<file path="src/rtl/ram_arbiter_ctrl.sv">
`default_nettype none
// ============================================================================
// Module   : ram_arbiter_ctrl
// Function : Round-robin req/gnt arbiter sharing one single-port sync RAM
//            between two requesters; clears the RAM after every reset.
// Revision : 1.0 - initial release
// ============================================================================
module ram_arbiter_ctrl #(
    parameter int                ADDR_W    = 5,
    parameter int                DATA_W    = 4,
    parameter logic [DATA_W-1:0] CLEAR_VAL = '0
) (
    input  logic              clock,
    input  logic              resetn,
    input  logic              req_a,
    input  logic              we_a,
    input  logic [ADDR_W-1:0] addr_a,
    input  logic [DATA_W-1:0] wdata_a,
    input  logic              req_b,
    input  logic              we_b,
    input  logic [ADDR_W-1:0] addr_b,
    input  logic [DATA_W-1:0] wdata_b,
    output logic              gnt_a,
    output logic              gnt_b,
    output logic              rvalid_a,
    output logic              rvalid_b,
    output logic [DATA_W-1:0] rdata,
    output logic              init_done,
    output logic [ADDR_W-1:0] mem_addr,
    output logic [DATA_W-1:0] mem_data,
    output logic              mem_wren,
    input  logic [DATA_W-1:0] mem_q
);

    typedef enum logic [1:0] {
        S_CLEAR     = 2'd0,
        S_IDLE      = 2'd1,
        S_ACCESS    = 2'd2,
        S_READ_WAIT = 2'd3
    } state_t;

    localparam logic [ADDR_W-1:0] c_last_addr = '1;

    state_t            r_state,     w_state_nxt;
    logic [ADDR_W-1:0] r_clr_addr,  w_clr_addr_nxt;
    logic              r_last_b,    w_last_b_nxt;
    logic              r_gnt_a,     w_gnt_a_nxt;
    logic              r_gnt_b,     w_gnt_b_nxt;
    logic              r_rvalid_a,  w_rvalid_a_nxt;
    logic              r_rvalid_b,  w_rvalid_b_nxt;
    logic [DATA_W-1:0] r_rdata,     w_rdata_nxt;
    logic              r_init_done, w_init_done_nxt;
    logic [ADDR_W-1:0] r_mem_addr,  w_mem_addr_nxt;
    logic [DATA_W-1:0] r_mem_data,  w_mem_data_nxt;
    logic              r_mem_wren,  w_mem_wren_nxt;
    logic              w_pick_b;

    // On a tie the requester that was not granted last wins.
    assign w_pick_b = req_b & (~req_a | ~r_last_b);

    always_comb begin
        w_state_nxt     = r_state;
        w_clr_addr_nxt  = r_clr_addr;
        w_last_b_nxt    = r_last_b;
        w_gnt_a_nxt     = 1'b0;
        w_gnt_b_nxt     = 1'b0;
        w_rvalid_a_nxt  = 1'b0;
        w_rvalid_b_nxt  = 1'b0;
        w_rdata_nxt     = r_rdata;
        w_init_done_nxt = r_init_done;
        w_mem_addr_nxt  = r_mem_addr;
        w_mem_data_nxt  = r_mem_data;
        w_mem_wren_nxt  = 1'b0;
        case (r_state)
            S_CLEAR: begin
                w_mem_wren_nxt = 1'b1;
                w_mem_addr_nxt = r_clr_addr;
                w_mem_data_nxt = CLEAR_VAL;
                if (r_clr_addr == c_last_addr) begin
                    w_state_nxt = S_IDLE;
                end else begin
                    w_clr_addr_nxt = r_clr_addr + 1'b1;
                end
            end
            S_IDLE: begin
                w_init_done_nxt = 1'b1;
                if (req_a || req_b) begin
                    w_gnt_a_nxt    = ~w_pick_b;
                    w_gnt_b_nxt    = w_pick_b;
                    w_mem_addr_nxt = w_pick_b ? addr_b  : addr_a;
                    w_mem_data_nxt = w_pick_b ? wdata_b : wdata_a;
                    w_mem_wren_nxt = w_pick_b ? we_b    : we_a;
                    w_last_b_nxt   = w_pick_b;
                    w_state_nxt    = S_ACCESS;
                end
            end
            S_ACCESS: begin
                // r_mem_wren still carries the granted access type here.
                w_state_nxt = r_mem_wren ? S_IDLE : S_READ_WAIT;
            end
            S_READ_WAIT: begin
                w_rdata_nxt    = mem_q;
                w_rvalid_a_nxt = ~r_last_b;
                w_rvalid_b_nxt = r_last_b;
                w_state_nxt    = S_IDLE;
            end
            default: begin
                w_state_nxt = S_CLEAR;
            end
        endcase
    end

    always_ff @(posedge clock) begin
        if (!resetn) begin
            r_state     <= S_CLEAR;
            r_clr_addr  <= '0;
            r_last_b    <= 1'b1;
            r_gnt_a     <= 1'b0;
            r_gnt_b     <= 1'b0;
            r_rvalid_a  <= 1'b0;
            r_rvalid_b  <= 1'b0;
            r_rdata     <= '0;
            r_init_done <= 1'b0;
            r_mem_addr  <= '0;
            r_mem_data  <= '0;
            r_mem_wren  <= 1'b0;
        end else begin
            r_state     <= w_state_nxt;
            r_clr_addr  <= w_clr_addr_nxt;
            r_last_b    <= w_last_b_nxt;
            r_gnt_a     <= w_gnt_a_nxt;
            r_gnt_b     <= w_gnt_b_nxt;
            r_rvalid_a  <= w_rvalid_a_nxt;
            r_rvalid_b  <= w_rvalid_b_nxt;
            r_rdata     <= w_rdata_nxt;
            r_init_done <= w_init_done_nxt;
            r_mem_addr  <= w_mem_addr_nxt;
            r_mem_data  <= w_mem_data_nxt;
            r_mem_wren  <= w_mem_wren_nxt;
        end
    end

    assign gnt_a     = r_gnt_a;
    assign gnt_b     = r_gnt_b;
    assign rvalid_a  = r_rvalid_a;
    assign rvalid_b  = r_rvalid_b;
    assign rdata     = r_rdata;
    assign init_done = r_init_done;
    assign mem_addr  = r_mem_addr;
    assign mem_data  = r_mem_data;
    assign mem_wren  = r_mem_wren;

endmodule
`default_nettype wire
</file>
<file path="config.mk">
export PLATFORM = sky130hd
export DESIGN_NAME = ram_arbiter_ctrl
export DESIGN_NICKNAME = d
export VERILOG_FILES = /design/src/rtl/ram_arbiter_ctrl.sv
export SDC_FILE = /design/constraint.sdc
export NUM_CORES = 1
export LEC_CHECK = 0
export BUFFER_PORTS_ARGS = -buffer_cell sky130_fd_sc_hd__clkbuf_2
export CAP_MARGIN = 20
export CORE_ASPECT_RATIO = 1.5
export CORE_MARGIN = 4
export CORE_UTILIZATION = 44
export DETAILED_ROUTE_END_ITERATION = 7
export PLACE_DENSITY = 0.84
export SETUP_SLACK_MARGIN = 0.3
export SKIP_LAST_GASP = 1
export SLEW_MARGIN = 20
export SYNTH_ARGS = -nofsm -noshare
export SYNTH_HDL_FRONTEND = slang
export SYNTH_SLANG_ARGS = --single-unit
</file>
<file path="constraint.sdc">
create_clock -name clock -period 1.8 [get_ports clock]
set_clock_uncertainty 0.2 [all_clocks]
set_input_delay 0.09 -clock clock [delete_from_list [all_inputs] [get_ports clock]]
set_output_delay 0.09 -clock clock [all_outputs]
set_load 0.01 [all_outputs]
</file>
# After elaboration in Yosys (flattened, before gate mapping)
# Index checks and enable logic that the tools add are counted.
dict set report totals {
  ff_bits 27
  input_bits 28
  output_inout_bits 19
}
dict set report op_classes {
  add_sub_neg 1
  n_eq_ne 6
  muxes 13
  bitwise_logic 6
  n_reduce_logical 9
}
# op count
set ops {}
lappend ops {{2-to-1 mux 5 bit} 2}
lappend ops {{one-hot mux 5 bit (2 select lines)} 1}
lappend ops {{AND reduction 2 bit} 5}
lappend ops {{2-to-1 mux 4 bit} 2}
lappend ops {{one-hot mux 2 bit (4 select lines)} 1}
lappend ops {{one-hot mux 4 bit (2 select lines)} 1}
lappend ops {{2-to-1 mux 2 bit} 3}
lappend ops {{adder 5 x 1 -> 5 bit (second input constant)} 1}
lappend ops {{== test 5 bit (second input constant)} 1}
lappend ops {{== test 2 bit (second input constant)} 2}
lappend ops {{inequality test 2 bit (second input constant)} 2}
lappend ops {{inverter 1 bit} 4}
lappend ops {{AND reduction 3 bit} 1}
lappend ops {{== test 2 x 1 -> 1 bit (second input constant)} 1}
lappend ops {{zero test 2 bit} 1}
lappend ops {{2-to-1 mux 1 bit} 2}
lappend ops {{one-hot mux 1 bit (2 select lines)} 1}
lappend ops {{nonzero test 2 bit} 1}
lappend ops {{AND 1 bit} 1}
lappend ops {{logical OR 1 bit} 1}
lappend ops {{OR 1 bit} 1}

# Longest topological paths before layout
dict set report logic_depth {
  depth_word 6
  depth_mapped 7
  ltp_nobuf 6
}

# Worst setup path after synthesis
# No wires, ideal clock.
dict set report synth_timing {
  path_kind {reg-to-reg}
  from {register r_clr_addr[0]}
  to {register r_clr_addr[3]}
  arrival_time_ns 1.559
  slack_ns -0.029
  path_stages_with_launch 7
  synth_period_minus_slack_ns 1.829
  cell_sequence {dfxtp_1 > ha_1 > and3_1 > ha_1 > nand2b_1 > or3_1 > a21oi_1}
}
dict set report synth_via {
  elab_chain_len 3
}
# element line
set synth_rtl {}
lappend synth_rtl {{from (decl)} 45} ;# logic [ADDR_W-1:0] r_clr_addr, w_clr_addr_nxt;
lappend synth_rtl {{from (signal assigned)} 129} ;# r_clr_addr <= w_clr_addr_nxt;
lappend synth_rtl {{parallel branches: the longest is 3 deep, another holds adder 5 x 1 -> 5 bit} --}
# Several ways; the timed one is not identified.
# A chain may end at the register's enable or synchronous reset.

# Final worst setup path
# Ends and elaborated chain as after synthesis.

==> metrics.md <==
| Metric | Value |
|---|---|
| # DRC | `0` |
| Mapped Nets | `178` |
| Final WS setup | `0.0969 ns` |
| Syn Inst Count | `143` |
| Final Hold Viols | `0` |
| # fillers | `210` |
| Drt initial violations | `15` |
| Total clock buffers created by CTS | `3` |
| Final setup violation count | `0` |
| Achievable Freq | `0.587 GHz` |
| Final nets | `264` |
| GRT overflow | `0` |
| Wirelength, routed | `4120 um` |
| Via count | `1380` |
| TNS Setup | `0 ns` |
| Dpl cell area | `0.00164 mm2` |
| Worst slack at placement | `0.108 ns` |
| Peak VDD IR | `569 uV` |
| Crit path max-delay family | `simple AND/OR/NAND/NOR gates` |
| First-pass GRT wire length | `6400 um` |
| Most used cell, CP | `ha_4` |
| Worst-path maximum fanout | `5` |
| RSZ-0062 raised after global routing | `yes` |
| Crit path DAT | `1.73 ns` |
| Max cap viols | `0` |
| Worst-Skew Late Latency | `0.28 ns` |
| Clk sinks | `27` |
| Critical Path RT | `1.83 ns` |
| Leakage | `0.896 nW` |
| CP cell instances | `ha_4, and3_4, ha_4, nand2b_4, or3_4, a21oi_2` |
| Die height | `75.5 um` |
| Clk buf depth | `2` |
| Root buffer cell | `clkbuf_8` |
| Final Slew Violations | `0` |
| Pin count of the biggest net entering global routing | `18` |
| Avg Vias per Cell | `5.17` |
| Post-DR wirelength/cell | `15.4 um` |
| CP Buf/Inv Count | `0` |
| Diodes inserted | `0` |
| Number of synthesized register bits | `27` |
| Core area | `0.00291 mm2` |
| Rows | `24` |
| Die area | `0.00400 mm2` |
| Hold Path Class | `in2reg` |
| Pwr dens | `609 mW/mm2` |
| H-tree lvl count | `1` |
| Post-DP HPWL | `2400 um` |
| Initial Utilization | `0.459` |
| Crit share post-route | `0.946` |
| CTS tree | `yes` |
| Final Cell Area | `0.00212 mm2` |
| Drt pass-1 iters | `4` |
| IO Port Bufs | `46` |
| Die X | `53.0 um` |
| Worst-path clk slew | `0.10 ns` |
| Critical path's slowest cell | `dfxtp_4` |
| Final ANT Viol Nets | `0` |
| Worst Tran Pin Value | `0.302 ns` |
| Cell area after synthesis | `0.00134 mm2` |
| Vias in the first global route | `1423` |
| Routability cong. | `0.826` |
| Min Hold Slack | `0.0440 ns` |
| Relative slew slack | `0.798` |
| Ports | `47` |
| Initial antenna violation count | `0` |
| Synth cell types | `35` |
| Avg Synthesized Cell Area | `9.35 um2` |
| Setup crit end kind | `flip-flop` |
| Outcome | `completed` |
| Max incr delay on CP | `0.37 ns` |
| Share of post-route cells with drive strength above 1 | `0.447` |
| GR Util All Layers | `0.218` |
| Syn-to-layout area delta | `58.6%` |
| Synthesis warning total | `0` |
| Setup crit start kind | `flip-flop` |
| Final core occ | `0.728` |
| Seq/Total Area, Yosys | `0.404` |
| Kind of critical path | `reg2reg` |
| Final worst path period need | `1.70 ns` |
-- per-stage QoR --
stage | cells | power (W)
5_1_grt | 267 | 0.00134
2_1_floorplan | 143 | 0.000783
6_report | 267 | 0.00129
3_5_place_dp | 224 | 0.000849
4_1_cts | 264 | 0.00127
3_3_place_gp | 224 | 0.000844
-- worst register-to-register path: cells and delay by family (launching register included) --
kind                     cells  cell delay, ns
AO/OA/AOI/OAI                1            0.11
adder cells (fa/ha/maj)      2            0.31
flip-flops                   1            0.37
AND/OR/NAND/NOR              3            0.66
-- cells by family (layout without fill, tap and decap cells) --
logic type	after synthesis	after routing	synth area share
and+or+nand+nor	48	48	0.169
adders and majority gates	7	7	0.0655
muxes	10	10	0.0879
buffers and inverters	16	101	0.0645
xor gates and xnor gates	2	2	0.0131
DFF	27	27	0.404
AOI/OAI and AO/OA	33	33	0.196
-- per-layer routing --
| layer | part of all wire | track usage |
|---|---|---|
| met3 | 0.026 | 0.0215 |
| met5 | 0 | 0 |
| met1 | 0.39 | 0.236 |
| met2 | 0.56 | 0.416 |
| met4 | 0.017 | 0.0994 |
-- registers in the layout, indices dropped and copies added, names as in the netlist --
name        count
mem_addr        5
r_clr_addr      5
mem_data        4
rdata           4
r_state         2
gnt_a           1
gnt_b           1
init_done       1
mem_wren        1
r_last_b        1
rvalid_a        1
rvalid_b        1
-- cells in the final DEF (no fill, tap or decap), types with 3 or more instances in the layout --
master	count
ha_1	3
a221oi_2	4
o21ai_0	3
inv_1	7
o22ai_1	4
clkbuf_8	3
dfxtp_1	22
dlygate4sd3_1	25
o21ai_1	3
mux2i_1	5
a211oi_1	3
a21oi_1	4
nand2_1	21
nor2_1	11
mux2_4	3
dfxtp_4	3
clkbuf_2	46
a32oi_1	4
buf_4	14
ha_4	3
-- worst paths after layout --
path                                    from                          to  slack, ns  cells after the start
hold reg to reg     mem_addr[2]$_SDFFE_PN0P_    mem_addr[2]$_SDFFE_PN0P_       0.27                      2
hold / removal                         req_b       r_last_b$_SDFFE_PN1P_       0.04                      3
setup reg to reg  r_clr_addr[0]$_SDFFE_PN0P_  r_clr_addr[3]$_SDFFE_PN0P_        0.1                      6
setup / recovery  r_clr_addr[0]$_SDFFE_PN0P_  r_clr_addr[3]$_SDFFE_PN0P_        0.1                      6
-- where the power goes --
part / internal, W / switching (W) / total, W / leakage [nW]
combinational: 0.000152 / 0.000133 / 0.000285 / 0.654
clock: 0.000158 / 0.000208 / 0.000365 / 0.0217
sequential: 0.000622 / 0.0000200 / 0.000642 / 0.221
total: 0.000932 / 0.000360 / 0.00129 / 0.896
-- cell usage after synthesis --
cell type | count | share of area
nand2b_1 | 3 | 0.014
nand3_1 | 1 | 0.0037
o21ai_0 | 5 | 0.019
o21ai_2 | 1 | 0.0065
inv_1 | 8 | 0.022
o21ai_1 | 2 | 0.0075
a221oi_2 | 4 | 0.045
a32oi_1 | 4 | 0.026
mux2i_1 | 5 | 0.037
nor2b_1 | 2 | 0.0094
clkbuf_1 | 2 | 0.0056
xor2_1 | 1 | 0.0065
a211oi_1 | 3 | 0.017
a21oi_1 | 6 | 0.022
ha_1 | 7 | 0.065
clkinv_1 | 1 | 0.0028
xnor2_1 | 1 | 0.0065
o2111ai_1 | 1 | 0.0065
o22ai_1 | 4 | 0.019
and3_1 | 3 | 0.014
nor3b_2 | 1 | 0.0094
dfxtp_1 | 27 | 0.40
mux2_4 | 3 | 0.034
nand3b_1 | 1 | 0.0056
or3b_4 | 1 | 0.0084
or2_2 | 1 | 0.0047
a21boi_4 | 1 | 0.014
mux2_2 | 2 | 0.017
or3_1 | 1 | 0.0047
buf_4 | 3 | 0.017
a221oi_1 | 1 | 0.0065
nand2_1 | 21 | 0.059
buf_6 | 2 | 0.017
nor2_1 | 13 | 0.036
a311oi_1 | 1 | 0.0065
-- cell type report --
class / instances / area, um2 / area share
clock buffers: 3 / 41.3 / 0.0195
flip-flops and latches: 27 / 554 / 0.261
inverters: 9 / 36.3 / 0.0171
well taps: 39 / 48.8 / 0.0230
multi-input cells: 100 / 820 / 0.386
clock inverters: 1 / 7.51 / 0.00354
repair buffers: 88 / 613 / 0.289
-- what timing repair did --
action                     CTS  global route
hold buffers                25             0
pin swaps                    7             6
gates cloned                 0             1
hold endpoints to repair    17             0
setup endpoints to repair   17            19
resized for setup           13             9
buffers inserted            11             2
Note: power is estimated with default switching activity, not from simulation.
